[src/rtl/bit_equality_unit.sv]
// rtl/bit_equality_unit.sv - registered N-bit equality comparator with sticky mismatch tracking
// One-cycle-latency compare; a mismatch in the same cycle as clr_sticky leaves a fresh count of one.
module bit_equality_unit #(
  parameter int WIDTH = 2,
  parameter int CNT_W = 8
) (
  input  logic             clk,
  input  logic             rst,
  input  logic             en,
  input  logic [WIDTH-1:0] A,
  input  logic [WIDTH-1:0] B,
  input  logic             clr_sticky,
  output logic             z,
  output logic [WIDTH-1:0] eq_bits,
  output logic             valid,
  output logic             mismatch_seen,
  output logic [CNT_W-1:0] mismatch_cnt
);

  localparam logic [CNT_W-1:0] CNT_MAX = '1;

  logic             z_q, z_d;
  logic [WIDTH-1:0] eq_bits_q, eq_bits_d;
  logic             valid_q, valid_d;
  logic             mismatch_seen_q, mismatch_seen_d;
  logic [CNT_W-1:0] mismatch_cnt_q, mismatch_cnt_d;
  logic             mismatch;

  always_comb begin
    z_d             = z_q;
    eq_bits_d       = eq_bits_q;
    valid_d         = en;
    mismatch_seen_d = mismatch_seen_q;
    mismatch_cnt_d  = mismatch_cnt_q;
    mismatch        = en && (A != B);

    if (en) begin
      eq_bits_d = ~(A ^ B);
      z_d       = (A == B);
    end

    if (mismatch) begin
      mismatch_seen_d = 1'b1;
      if (clr_sticky) begin
        mismatch_cnt_d = {{(CNT_W-1){1'b0}}, 1'b1};
      end else if (mismatch_cnt_q != CNT_MAX) begin
        mismatch_cnt_d = mismatch_cnt_q + 1'b1;
      end
    end else if (clr_sticky) begin
      mismatch_seen_d = 1'b0;
      mismatch_cnt_d  = '0;
    end
  end

  always_ff @(posedge clk) begin
    if (rst) begin
      z_q             <= 1'b0;
      eq_bits_q       <= '0;
      valid_q         <= 1'b0;
      mismatch_seen_q <= 1'b0;
      mismatch_cnt_q  <= '0;
    end else begin
      z_q             <= z_d;
      eq_bits_q       <= eq_bits_d;
      valid_q         <= valid_d;
      mismatch_seen_q <= mismatch_seen_d;
      mismatch_cnt_q  <= mismatch_cnt_d;
    end
  end

  assign z             = z_q;
  assign eq_bits       = eq_bits_q;
  assign valid         = valid_q;
  assign mismatch_seen = mismatch_seen_q;
  assign mismatch_cnt  = mismatch_cnt_q;

endmodule

[config.mk]
export PLATFORM = sky130hd
export DESIGN_NAME = bit_equality_unit
export DESIGN_NICKNAME = d
export VERILOG_FILES = /design/src/rtl/bit_equality_unit.sv
export SDC_FILE = /design/constraint.sdc
export NUM_CORES = 1
export LEC_CHECK = 0
export ABC_AREA = 1
export CORE_MARGIN = 2
export CORE_UTILIZATION = 40
export DETAILED_ROUTE_END_ITERATION = 10
export PLACE_DENSITY = 0.7
export SLEW_MARGIN = 20
export SYNTH_ARGS = -nofsm -noshare
export SYNTH_HDL_FRONTEND = slang
export SYNTH_SLANG_ARGS = --single-unit
[constraint.sdc]
create_clock -name clk -period 1.6 [get_ports clk]
set_clock_uncertainty 0.1 [all_clocks]
set_input_delay 0.32 -clock clk [delete_from_list [all_inputs] [get_ports clk]]
set_output_delay 0.32 -clock clk [all_outputs]
set_load 0.01 [all_outputs]
---- Word-level counts from Yosys, hierarchy flattened ----
Cells that the tools add are included.
storage, ports and cells
  bits in registers ....................... 13
  input bits .............................. 8
  word-level logic and storage cells ...... 21
  output and inout bits ................... 13
cells by class
  bitwise gates (word level) .............. 2
  reductions and logical operators ........ 4
  eq/ne operators ......................... 3
  multiplexer cells ....................... 6
  add/subtract/negate cells ............... 1
operators with widths
  operator                                                        number
  8-bit two-way mux                                               4
  8-bit by 1-bit adder with 8-bit output (second input constant)  1
  8-bit != test (second input constant)                           1
  2-bit nonzero test                                              2
  2-bit == test                                                   1
  1-bit two-way mux                                               2
  2-bit != test                                                   1
  2-bit inverter                                                  1
  2-bit AND reduction                                             1
  2-bit XOR                                                       1
  1-bit logical AND                                               1

---- Depth between registers and ports, before layout ----
Gate-level depths: netlist (run 1).
  word-level depth ........................ 4
  mapped depth ............................ 9
  depth with buffers taken out ............ 8

---- Least setup slack after synthesis (run 1) ----
OpenSTA, ideal clock, no wires.
  path kind ............................... reg2reg
  start ................................... register mismatch_cnt_q[0], in the netlist mismatch_cnt[0]
  end ..................................... register mismatch_cnt_q[0], in the netlist mismatch_cnt[0]
  path buffers ............................ 0
  stages on the path, launching flop included .. 9
  path slack .............................. 174 ps
  clock period less this slack ............ 1426 ps
  library setup time ...................... 109 ps
  data arrival time ....................... 1217 ps
  data required time ...................... 1391 ps
  cells stage by stage .................... dfxtp_1 -> ha_1 -> nand2_2 -> nor2_4 -> nand3_4 -> nand2_1 -> nand3_1 -> nand2_1 -> nor2_1
between the ends
  word-level cells in the longest chain between the ends .. 4
  elaborated cells on any way between the ends .. 7
  those cells by class .................... add/sub (1); eq/ne (1); mux (3); reduce/logical (2)
RTL lines
  what                                    RTL line  text
  start, declared                         26        logic [CNT_W-1:0] mismatch_cnt_q, mismatch_cnt_d;
  start signal, assigned                  67        mismatch_cnt_q <= mismatch_cnt_d;
  8-bit by 1-bit adder with 8-bit output  47        mismatch_cnt_d = mismatch_cnt_q + 1'b1;
  8-bit two-way mux                       46        end else if (mismatch_cnt_q != CNT_MAX) begin
  8-bit two-way mux                       44        if (clr_sticky) begin
  8-bit two-way mux                       42        if (mismatch) begin
Parallel ways exist; a longest one is shown, timed or not. The select of a mux whose other input is x is not followed.
A chain may end at the register's enable or synchronous reset.

---- Final worst setup path (run 1) ----
  start ................................... register eq_bits_q[0], in the netlist eq_bits[0]
  end ..................................... output port eq_bits[0]
RTL lines
  what                    RTL line  text
  start, declared         23        logic [WIDTH-1:0] eq_bits_q, eq_bits_d;
  start signal, assigned  64        eq_bits_q <= eq_bits_d;
  end, declared           14        output logic [WIDTH-1:0] eq_bits,
No word-level cell between the ends.

==> results of run 1 <==
## stage by stage
stage                     setup TNS (ns)  cells
after floorplan                        0    100
final                                  0    148
after detailed placement           -1.49    144
after CTS                              0    148
after global routing                   0    148
after global placement             -1.30    144
## timing repair
item                                    4_1_cts  5_1_grt
hold buffers                                  0        0
endpoints found under the setup margin        4        9
resized for setup                             6        9
## per-layer routing
metal / up-vias / GRT usage, % / wire length [um]
met3: 2 / 5.16 / 95
met5: - / 0 / 0
met1: 321 / 18.0 / 630
li1: 379 / - / -
met4: 0 / 8.82 / 10
met2: 21 / 29.9 / 758
## worst min path at each step
stage	start	endpoint	slack, ns
after floorplan	rst	valid$_SDFF_PP0_	0.29
after global placement	mismatch_cnt[4]$_SDFFE_PP0P_	mismatch_cnt[4]$_SDFFE_PP0P_	0.35
after detailed placement	mismatch_cnt[4]$_SDFFE_PP0P_	mismatch_cnt[4]$_SDFFE_PP0P_	0.36
after CTS	mismatch_cnt[6]$_SDFFE_PP0P_	mismatch_cnt[6]$_SDFFE_PP0P_	0.37
after global routing	mismatch_cnt[6]$_SDFFE_PP0P_	mismatch_cnt[6]$_SDFFE_PP0P_	0.39
final	mismatch_cnt[6]$_SDFFE_PP0P_	mismatch_cnt[6]$_SDFFE_PP0P_	0.36
## state kept, by name, summed over array words and instances (netlist names)
name / flops
mismatch_cnt: 8
valid: 1
eq_bits: 2
z: 1
mismatch_seen: 1
## final cells by class
class	count	area [um^2]	share of cell area [%]
multi-input combinational	67	357	35.3
timing repair buffer	28	273	27.0
sequential	13	263	26.0
inverter	19	71.3	7.05
clock buffer	4	26.3	2.60
tap	17	21.3	2.10
## synthesized netlist by cell type
master / instances / area share, %
inv_1: 19 / 10
nand2_1: 19 / 10
nand3_1: 15 / 11
dfxtp_1: 13 / 38
nor2_1: 13 / 7.1
a21oi_1: 7 / 5.1
o211a_1: 2 / 2.9
o21ai_0: 2 / 1.4
buf_6: 1 / 1.6
ha_1: 1 / 1.8
nand2_2: 1 / 0.90
nand3_2: 1 / 1.4
nand3_4: 1 / 2.5
nand3b_1: 1 / 1.1
nand4_2: 1 / 1.8
nor2_4: 1 / 1.6
nor3_1: 1 / 0.72
or2_2: 1 / 0.90
## kinds of logic (layout without fill, tap and decap cells)
logic type	count (synthesis)	in the layout	synth area share, %
AO/OA/AOI/OAI	11	11	9.40
buffers and inverters	20	51	11.9
adder cells (fa/ha/maj)	1	1	1.81
AND/OR/NAND/NOR	55	55	39.2
flip-flops	13	13	37.6
## power breakdown
group	switching, uW	total [uW]	internal (uW)
clock	106	203	96.4
combinational	57.4	125	67.4
sequential	9.18	346	337
==> metrics, run 1 <==
slowest CP cell clkdlybuf4s50_1; leakage power figure 0.000577 uW; period utilisation layout 97.4%; drt pass-1 iters 4; leading cell type in the layout, fill and taps excluded inv_1; max_cap viols 0; CP Launch Type register; root buffer cell clkbuf_4; cell family with most CP delay buffers and inverters; TritonCTS Sinks 13; Tot GR Track Use about 17%; most frequent cells in the layout inv_1 (19), nand2_1 (18), nand3_1 (14), nor2_1 (13), dfxtp_1 (11); post-route minimum period 1.56 ns; Worst VDD drop 0.428 mV; core area ~1700 um^2; via count ~720; Post-DP Area 962 um^2; Post-CTS Setup Bufs 0; fill count 165; WP buf/inv 1; DRC viols 0; reg2reg end mismatch_cnt[0]$_SDFFE_PP0P_; PD cells roughly 670 nW/um^2; pin count of the biggest net entering global routing 8; DR vias/cell 4.89; post-route antenna net violation count 0; post-synthesis instance total 100; RSZ-0062 raised after global routing no; Clock Tree Buf Depth 2; f_max about 640 MHz; Die Ht 45.6 um; Worst slew margin 85.2%; Total Power 674 uW; H-tree Lvls 1; Synth Warn # 0; Final setup viols 0; R2R Setup Slk 0.16 ns; Slew Limit Fails 0; CP arrival approximately 1.1 ns; Final Cell Area 1010 um^2; Setup WS pre-CTS -0.193 ns; WL final 1500 um; Slew @ Worst Pin 0.220 ns; fin nets 141; Setup crit end kind primary output; die width 45.6 um; DRT iter0 DRCs 24; layout cells sized above 1 between 10% and 20%; Clock transition at path regs roughly 0.080 ns; Yosys cell types 18; Area Overhead vs Synth 46.1%; Cell Chain, Critical Path clkdlybuf4s50_1; worst-skew pair later-pin latency 0.27 ns; R2R Path Start mismatch_cnt[1]$_SDFFE_PP0P_; Hold Path Class reg -> reg; hold path depth 2; cts bufs inserted 3; # diodes 0; crit path to eq_bits[0]; Finished Core Util 60.5%; Setup CP Type reg -> out; slowest stage delay, CP approximately 0.53 ns; Setup WS post-layout ~0.042 ns; vias in the first global route 622; number of port buffers 20; first-pass GRT wire length 2490 um; Crit path required time ~1.2 ns; Post-DP HPWL 1160 um; CP startpoint eq_bits[0]$_SDFFE_PP0P_; Yosys reg bits 13; Hold Violations, Final 0; status finished clean; post-synthesis sequential area ratio 37.6%; WL per Instance slightly above 10 um; WP depth 1; Placement Rows 15; Final Hold Slack 0.360 ns; Overflow after GRT 0; GP Congestion approximately 0.74; CP max FO 2; antenna violations before repair 0; Initial Util 41.4%; syn avg cell area 6.92 um^2; Post-Syn Area 692 um^2; Ports 21; Die Area about 2100 um^2; TritonCTS clock tree yes; FF-to-FF path depth 7; Mapped Nets between 100 and 150
Note: power is estimated with default switching activity, not from simulation.
==> run 2: changes to the inputs <==
CORE_UTILIZATION = 35   (was 40)
PLACE_DENSITY = unset   (was 0.7)
==> run 2 against run 1 <==
  * Final cell count up 7.4%
  * Via count up 1.4%
  * Sequential cell count unchanged
  * Critical endpoint unchanged
  * Wire length up 6.7%
  * Worst setup slack worse by 0.0062 ns
  * Design area up 0.37%
  * Utilization down 7.7 points
  * Global-route usage down 2.0 points
  * Critical path type unchanged
  * Count of clock-buffer cells in the layout unchanged
  * First-iteration DRC count down 38%
  * Largest cell class unchanged
  * Critical path depth unchanged
  * Largest power group unchanged
  * Fmax down 0.40%
==> metrics, run 2 (synthesis results as in run 1) <==
status finished clean (unchanged); TritonCTS Sinks 13 (unchanged); fin nets 142 (was 141); root buffer cell clkbuf_4 (unchanged); Crit path required time 1.18 ns (about the same); Final setup viols 0 (unchanged); Tot GR Track Use 15.0% (was 17.0%); Cell Chain, Critical Path clkdlybuf4s50_1 (unchanged); met2 Track Usage GR 23.8% (was 29.9%); WL per Instance 10.0 um (was 10.1 um); worst-skew pair later-pin latency 0.29 ns (was 0.27 ns); GP Congestion 0.752 (was 0.740); Post-DP HPWL 1190 um (was 1160 um); core area 1920 um^2 (was 1670 um^2); period utilisation layout 97.7% (was 97.4%); Die Area 2350 um^2 (was 2080 um^2); Slew @ Worst Pin 0.258 ns (was 0.220 ns); Post-DP Area 982 um^2 (was 962 um^2); Finished Core Util 52.8% (was 60.5%); Worst slew margin 82.8% (was 85.2%); FF-to-FF path depth 7 (unchanged); Worst VDD drop 0.444 mV (was 0.428 mV); cell family with most CP delay buffers and inverters (unchanged); most used routing layer in global routing met2 (unchanged); GR Util met1 18.5% (was 18.0%); Post-Place Cells 155 (was 144); post-route antenna net violation count 0 (unchanged); Setup WS pre-CTS -0.216 ns (was -0.193 ns); DRC viols 0 (unchanged); CP max FO 2 (unchanged); Hold Path Class reg -> reg (unchanged); slowest stage delay, CP 0.53 ns (about the same); via count 733 (was 723); Ports 21 (unchanged); Hold Buf Count CTS 0 (unchanged); Setup crit end kind primary output (unchanged); Clock Tree Buf Depth 2 (unchanged); Combinational Power Share 18.3% (was 18.5%); RSZ-0062 raised after global routing yes (was no); max reg flops 8 (unchanged); Psw 186 uW (was 173 uW); clock power share 31.7% (was 30.1%); DR vias/cell 4.61 (was 4.89); pin count of the biggest net entering global routing 12 (was 8); leading cell type in the layout, fill and taps excluded inv_1 (unchanged); Layout Cells excl Fill 159 (was 148); H-tree Lvls 1 (unchanged); layout cells sized above 1 15.9% (was 16.0%); hold path depth 2 (unchanged); antenna violations before repair 0 (unchanged); most frequent cells in the layout inv_1 (19), nand2_1 (18), nand3_1 (15), nor2_1 (13), dfxtp_1 (11) (was inv_1 (19), nand2_1 (18), nand3_1 (14), nor2_1 (13), dfxtp_1 (11)); WL final 1600 um (was 1500 um); slowest CP cell clkdlybuf4s50_1 (unchanged); Clock transition at path regs 0.09 ns (was 0.08 ns); Placement Rows 16 (was 15); cts bufs inserted 3 (unchanged); WP buf/inv 1 (unchanged); PD cells 678 nW/um^2 (was 667 nW/um^2); Area Overhead vs Synth 46.7% (was 46.1%); Setup WS post-layout 0.0361 ns (was 0.0423 ns); DRT iter0 DRCs 15 (was 24); vias in the first global route 654 (was 622); CP Launch Type register (unchanged); Pint 501 uW (about the same); # diodes 0 (unchanged); Die Ht 48.5 um (was 45.6 um); max_cap viols 0 (unchanged); die width 48.5 um (was 45.6 um); leakage power figure 0.000538 uW (was 0.000577 uW); TritonCTS clock tree yes (unchanged); post-route minimum period 1.56 ns (about the same); drt pass-1 iters 4 (unchanged); Hold Violations, Final 0 (unchanged); first-pass GRT wire length 2680 um (was 2490 um); f_max 639 MHz (was 642 MHz); Seq pwr share 50.0% (was 51.4%); Final Cell Area 1010 um^2 (about the same); Overflow after GRT 0 (unchanged); Setup CP Type reg -> out (unchanged); number of port buffers 20 (unchanged); CP arrival 1.14 ns (about the same); WP depth 1 (unchanged); Slew Limit Fails 0 (unchanged); met3 Track Usage GR 3.70% (was 5.16%); fill count 222 (was 165); Total Power 688 uW (was 674 uW); Initial Util 36.0% (was 41.4%); switch share 27.1% (was 25.7%)
## run 2: path summary, 6_finish.rpt
path,endpoint,slack (ns),startpoint
setup / recovery,eq_bits[0],0.04,eq_bits[0]$_SDFFE_PP0P_
setup reg to reg,mismatch_cnt[0]$_SDFFE_PP0P_,0.14,mismatch_cnt[1]$_SDFFE_PP0P_
hold reg to reg,mismatch_cnt[6]$_SDFFE_PP0P_,0.36,mismatch_cnt[6]$_SDFFE_PP0P_
hold / removal,mismatch_cnt[6]$_SDFFE_PP0P_,0.36,mismatch_cnt[6]$_SDFFE_PP0P_
## run 2: power by group through the flow
stage	Combinational [uW]	Sequential (uW)	Clock, uW
global placement	128	351	0
CTS	127	344	226
floorplan	50.3	358	0
global route	138	346	240
finish	126	344	218
detailed placement	130	352	0
## run 2: final cells by class
type	count	area, um^2	share of cell area (%)
Clock buffer	4	26.3	2.59
Inverter	19	71.3	7.03
Multi-Input combinational cell	67	352	34.6
Sequential cell	13	263	25.9
Tap cell	27	33.8	3.33
Timing Repair Buffer	29	269	26.5
## run 2: metrics by stage
stage / hold slack (ns) / setup TNS, ns
CTS: 0.367 / 0
floorplan: 0.291 / 0
finish: 0.361 / 0
global route: 0.403 / -0.00628
detailed placement: 0.356 / -1.63
global placement: 0.348 / -1.42
## run 2: timing repair
action / 4_1_cts / 5_1_grt
setup buffers: 0 / 0
resized for setup: 9 / 5
endpoints found under the setup margin: 7 / 7
endpoints found under the hold margin: 0 / 0
## run 2: layer usage
| layer | vias up | part of all wire (%) |
|---|---|---|
| li1 | 382 | - |
| met1 | 330 | 50 |
| met2 | 16 | 43 |
| met3 | 5 | 4.8 |
| met4 | 0 | 2.5 |
| met5 | - | 0 |
